### config.mk
export PLATFORM = sky130hd
export DESIGN_NAME = ssd_scan_mux
export DESIGN_NICKNAME = d
export VERILOG_FILES = /design/src/rtl/ssd_scan_mux.sv
export SDC_FILE = /design/constraint.sdc
export NUM_CORES = 1
export LEC_CHECK = 0
export CAP_MARGIN = 30
export CORE_MARGIN = 5
export CORE_UTILIZATION = 57
export DETAILED_ROUTE_END_ITERATION = 8
export GPL_TIMING_DRIVEN = 0
export PLACE_DENSITY = 0.79
export SLEW_MARGIN = 40
export SYNTH_ARGS = -nofsm -noshare
export SYNTH_HDL_FRONTEND = slang
export SYNTH_SLANG_ARGS = --single-unit
### constraint.sdc
create_clock -name clk -period 6.2 [get_ports clk]
set_input_delay 0.62 -clock clk [delete_from_list [all_inputs] [get_ports clk]]
set_output_delay 0.62 -clock clk [all_outputs]
set_load 0.005 [all_outputs]
### src/rtl/ssd_scan_mux.sv
// N-digit seven-segment scan multiplexer: refresh prescaler, leftmost-first digit scan,
// snapshot register and per-digit blink. Optional macro LEADING_ZERO_BLANK_EN blanks leading zeros.
module ssd_scan_mux #(
    parameter int DIGITS      = 4,
    parameter int REFRESH_DIV = 100000,
    parameter int BLINK_DIV   = 256
) (
    input  logic                      clk,
    input  logic                      rst_n,
    input  logic                      load,
    input  logic [4*DIGITS-1:0]       digits_in,
    input  logic [DIGITS-1:0]         blink_mask,
    output logic [DIGITS-1:0]         ssd_ctl,
    output logic [3:0]                ssd_in,
    output logic [$clog2(DIGITS)-1:0] digit_idx
);

    localparam int IDX_W = $clog2(DIGITS);
    localparam int PW    = (REFRESH_DIV > 1) ? $clog2(REFRESH_DIV) : 1;
    localparam int BW    = (BLINK_DIV > 1) ? $clog2(BLINK_DIV) : 1;

    localparam logic [PW-1:0]    PRESC_LAST = PW'(REFRESH_DIV - 1);
    localparam logic [BW-1:0]    BLINK_LAST = BW'(BLINK_DIV - 1);
    localparam logic [IDX_W-1:0] SLOT_LAST  = IDX_W'(DIGITS - 1);

    logic [PW-1:0]         presc_q, presc_d;
    logic [IDX_W-1:0]      slot_q, slot_d;
    logic [BW-1:0]         bcnt_q, bcnt_d;
    logic                  phase_q, phase_d;
    logic [4*DIGITS-1:0]   snap_q, snap_d;
    logic [DIGITS-1:0]     ctl_q, ctl_d;
    logic [3:0]            val_q, val_d;
    logic [IDX_W-1:0]      idx_q;

    logic                  tick;
    logic [IDX_W-1:0]      sel;
    logic [3:0]            sel_val;
    logic                  lz_blank;
    logic                  blank;

    always_comb begin
        tick    = (presc_q == PRESC_LAST);
        presc_d = tick ? '0 : presc_q + 1'b1;
        slot_d  = slot_q;
        bcnt_d  = bcnt_q;
        phase_d = phase_q;
        if (tick) begin
            // Explicit compare-and-wrap keeps non-power-of-2 scans out of unused slots.
            slot_d = (slot_q == SLOT_LAST) ? '0 : slot_q + 1'b1;
            if (bcnt_q == BLINK_LAST) begin
                bcnt_d  = '0;
                phase_d = ~phase_q;
            end else begin
                bcnt_d = bcnt_q + 1'b1;
            end
        end
        snap_d = load ? digits_in : snap_q;
    end

    // Slot 0 shows the leftmost digit, so the displayed digit index runs backwards.
    assign sel     = SLOT_LAST - slot_q;
    assign sel_val = snap_q[{sel, 2'b00} +: 4];

`ifdef LEADING_ZERO_BLANK_EN
    logic [DIGITS-1:0] lead_zero;

    always_comb begin
        lead_zero             = '0;
        lead_zero[DIGITS-1]   = (snap_q[4*DIGITS-1 -: 4] == 4'd0);
        for (int k = DIGITS - 2; k >= 0; k--) begin
            lead_zero[k] = lead_zero[k+1] && (snap_q[4*k +: 4] == 4'd0);
        end
    end

    assign lz_blank = (sel != '0) && lead_zero[sel];
`else
    assign lz_blank = 1'b0;
`endif

    assign blank = (phase_q && blink_mask[sel]) || lz_blank;
    assign ctl_d = blank ? '1 : ~(DIGITS'(1) << sel);
    assign val_d = blank ? 4'd0 : sel_val;

    always_ff @(posedge clk) begin
        if (!rst_n) begin
            presc_q <= '0;
            slot_q  <= '0;
            bcnt_q  <= '0;
            phase_q <= 1'b0;
            snap_q  <= '0;
            ctl_q   <= '1;
            val_q   <= 4'd0;
            idx_q   <= '0;
        end else begin
            presc_q <= presc_d;
            slot_q  <= slot_d;
            bcnt_q  <= bcnt_d;
            phase_q <= phase_d;
            snap_q  <= snap_d;
            ctl_q   <= ctl_d;
            val_q   <= val_d;
            idx_q   <= slot_q;
        end
    end

    assign ssd_ctl   = ctl_q;
    assign ssd_in    = val_q;
    assign digit_idx = idx_q;

endmodule

==> key figures <==
Run status
  – Status: completed

Route
  – DRC violations left: 0
  – Vias per cell: 5.464
  – Starting DRT DRC Count: 136
  – DRT Pass-1 Iters: 4
  – Wire per inst: 13.88 um
  – Routed vias: 1765
  – DRT antenna net count: 0
  – Drt total wl: 4484 um

Final layout
  – Layout area overhead: 21.07%
  – Final-layout fill cell count: 304
  – Layout cell share with drive strength beyond 1: 6.182%
  – Nets: 303
  – Fin cells: 323
  – Ant. Diodes: 0

Timing
  – Final period util: 36.71%
  – Clock Skew: 0.008992 ns
  – Final hold slack: 0.4803 ns
  – Relative slew slack: 48.97%
  – Fmax: 439.3 MHz
  – Worst Tran Pin Value: 0.7585 ns
  – Sum Neg Setup Slack: 0 ns
  – Final count of hold timing violations: 0
  – Crit path time final: 2.276 ns
  – Slew Limit Fails: 0
  – Final setup fails: 0
  – RSZ-0062 raised after global routing: no
  – Final WS setup: 3.924 ns

Pwr
  – Design Power: 0.6339 mW
  – Pleak: 0.9799 nW
  – Power per cell area: 231.5 mW/mm^2
  – Max rail drop VDD: 0.1630 mV

Worst hold path
  – Hold_sp: presc_q[0]
  – Worst Hold End: presc_q[0]
  – Hold WC Path Type: reg -> reg
  – Hold Crit Depth: 1

Placed design
  – Port Buffer Count: 31
  – Place WS: 3.778 ns
  – Dpl hpwl: 3179 um
  – Gpl congestion: 0.8185
  – Placed cells: 315

Floorplanning
  – IO Count: 33
  – Die width: 73.00 um
  – Core area: 0.003744 mm^2
  – Die H: 73.00 um
  – Initial Util: 60.43%
  – Die area: 0.005328 mm^2
  – Rows: 22

Global route
  – Vias in the first global route: 1739
  – Pin count of the biggest net entering global routing: 16
  – GRT overflow: 0
  – Initial antenna violation count: 0
  – Tot GR Track Use: 19.02%
  – First-pass GRT wire length: 7797 um

Logic synthesis
  – Synthesized area per cell: 9.585 um^2
  – Syn nets: 265
  – Synth warnings: 0
  – Synth cell types: 33
  – Synth Instances: 236
  – FF+latch count, synth: 54
  – Post-Syn Area: 0.002262 mm^2
  – Post-synthesis sequential area ratio: 47.79%

Worst setup path
  – CP required: 6.40 ns
  – CP max FO: 10
  – R2R Path Start: presc_q[14]
  – Reg-to-reg endpoint: presc_q[6]
  – CP arrival: 2.48 ns
  – Crit. Startpoint: presc_q[14]
  – R2r worst-path depth: 6
  – Nature of the critical path endpoint: flip-flop
  – Critical path class: reg -> reg
  – FF-to-FF setup slack: 3.92 ns
  – Critical Path Source Type: flip-flop

Clocking
  – # H-tree levels: 2
  – Total clock sinks: 54
  – Clk_lat worst skew: 0.31 ns
  – Clk buf depth: 2
  – CTS Root Cell: clkbuf_8
  – TritonCTS buffer count: 5
  – Resized Gates After CTS: 0
  – Clock-pin transition on the worst setup and hold timing paths: 0.09 ns
  – Hold_buf cts: 0
  – CTS tree: yes
  – Post-CTS setup buffer count: 0

Flow run
  – # Max-Cap Violations: 0
-- power breakdown --
| group | total [mW] | switching [mW] | internal (mW) | leakage (nW) |
|---|---|---|---|---|
| Clock | 0.231 | 0.110 | 0.121 | 0.0524 |
| Combinational | 0.0418 | 0.0166 | 0.0252 | 0.488 |
| Sequential | 0.361 | 0.00559 | 0.356 | 0.440 |
-- routing by layer --
layer  share of wire [%]  vias to the layer above  global-route usage, %
met4                 1.8                        0                  10.25
met3                 4.1                        6                  3.306
met2                  46                       29                  30.49
li1                    -                      903                      -
met5                   0                        -                      0
met1                  48                      827                  24.22
-- cells by family (layout without fill, tap and decap cells) --
| group | Yosys count | count (layout) | synth area share [%] |
|---|---|---|---|
| buffers and inverters | 17 | 56 | 3.263 |
| xor gates and xnor gates | 13 | 13 | 5.033 |
| adders and majority gates | 6 | 6 | 3.318 |
| and+or+nand+nor | 104 | 104 | 22.84 |
| DFF | 54 | 54 | 47.79 |
| AOI/OAI and AO/OA | 21 | 21 | 5.696 |
| muxes | 21 | 21 | 12.06 |
-- cells in the final DEF, fill, tap and decap left out, types with 3 or more instances in the layout --
master,n
mux2i_1,16
nand4_1,5
nand3_1,11
clkdlybuf4s50_1,31
o21ai_0,3
clkbuf_1,9
nor4_1,6
a21oi_1,11
mux4_2,5
xnor2_1,9
nor3_1,4
nor2_1,34
or3_1,4
dfxtp_1,54
clkbuf_8,5
xor2_1,4
nand2_1,23
inv_1,6
or4_1,4
ha_1,6
and2_1,4
-- critical path: stages (launching register included) --
cell and delay, ns:
dfxtp_1 0.34, or4b_1 0.57, or4_4 0.56, buf_6 0.15, nand2_1 0.21, buf_2 0.27, nor2_1 0.07
-- registers in the layout, indices dropped and copies added, names as in the netlist --
register	flops
presc_q	17
snap_q	16
bcnt_q	8
ssd_ctl	4
ssd_in	4
digit_idx	2
slot_q	2
phase_q	1
-- worst max path at each step --
stage / slack (ns) / endpoint
2_1_floorplan: 4.09 / bcnt_q[3]
3_3_place_gp: 3.79 / ssd_in[0]
3_5_place_dp: 3.78 / ssd_in[3]
4_1_cts: 3.91 / presc_q[6]
5_1_grt: 3.78 / presc_q[14]
6_report: 3.92 / presc_q[6]
-- metrics by stage --
stage | instance area [um^2] | util, %
2_1_floorplan | 2262 | -
3_3_place_gp | 2633 | 70.32
3_5_place_dp | 2633 | 70.32
4_1_cts | 2739 | 73.16
5_1_grt | 2739 | 73.16
6_report | 2739 | 73.16
-- synthesized netlist by cell type --
cell / n / share of area [%]
nand2_1: 23 / 3.8
o31ai_1: 2 / 0.66
xnor2_1: 9 / 3.5
xor2_1: 4 / 1.5
nor2_1: 34 / 5.6
nand3_1: 11 / 2.4
o21ai_1: 1 / 0.22
dfxtp_1: 54 / 48
nor3_1: 4 / 0.88
or4_4: 1 / 0.50
clkbuf_1: 7 / 1.2
o21bai_1: 1 / 0.33
nand3b_1: 2 / 0.66
nand4_1: 5 / 1.4
and2_1: 4 / 1.1
o21ai_0: 3 / 0.66
a21oi_1: 11 / 2.4
nand4b_1: 1 / 0.39
buf_6: 1 / 0.50
mux4_2: 5 / 5.0
or3_1: 4 / 1.1
mux2i_1: 16 / 7.1
or4_1: 4 / 1.3
or4b_1: 2 / 0.88
nor4_1: 6 / 1.7
ha_1: 6 / 3.3
buf_2: 2 / 0.44
clkinv_1: 1 / 0.17
and3_1: 1 / 0.28
inv_1: 6 / 1.0
a211o_1: 1 / 0.39
and4_1: 2 / 0.77
o221a_2: 2 / 1.0
-- cell type report --
type | instances | area, um^2 | area share, %
clock buffers | 7 | 76.32 | 2.787
multi-input cells | 165 | 1107 | 40.43
clock inverters | 1 | 30.03 | 1.096
repair buffers | 31 | 310.3 | 11.33
flip-flops and latches | 54 | 1081 | 39.47
plain buffers | 10 | 47.55 | 1.736
inverters | 7 | 26.28 | 0.9593
well taps | 48 | 60.06 | 2.193
Power figures use the tool's default switching activity.
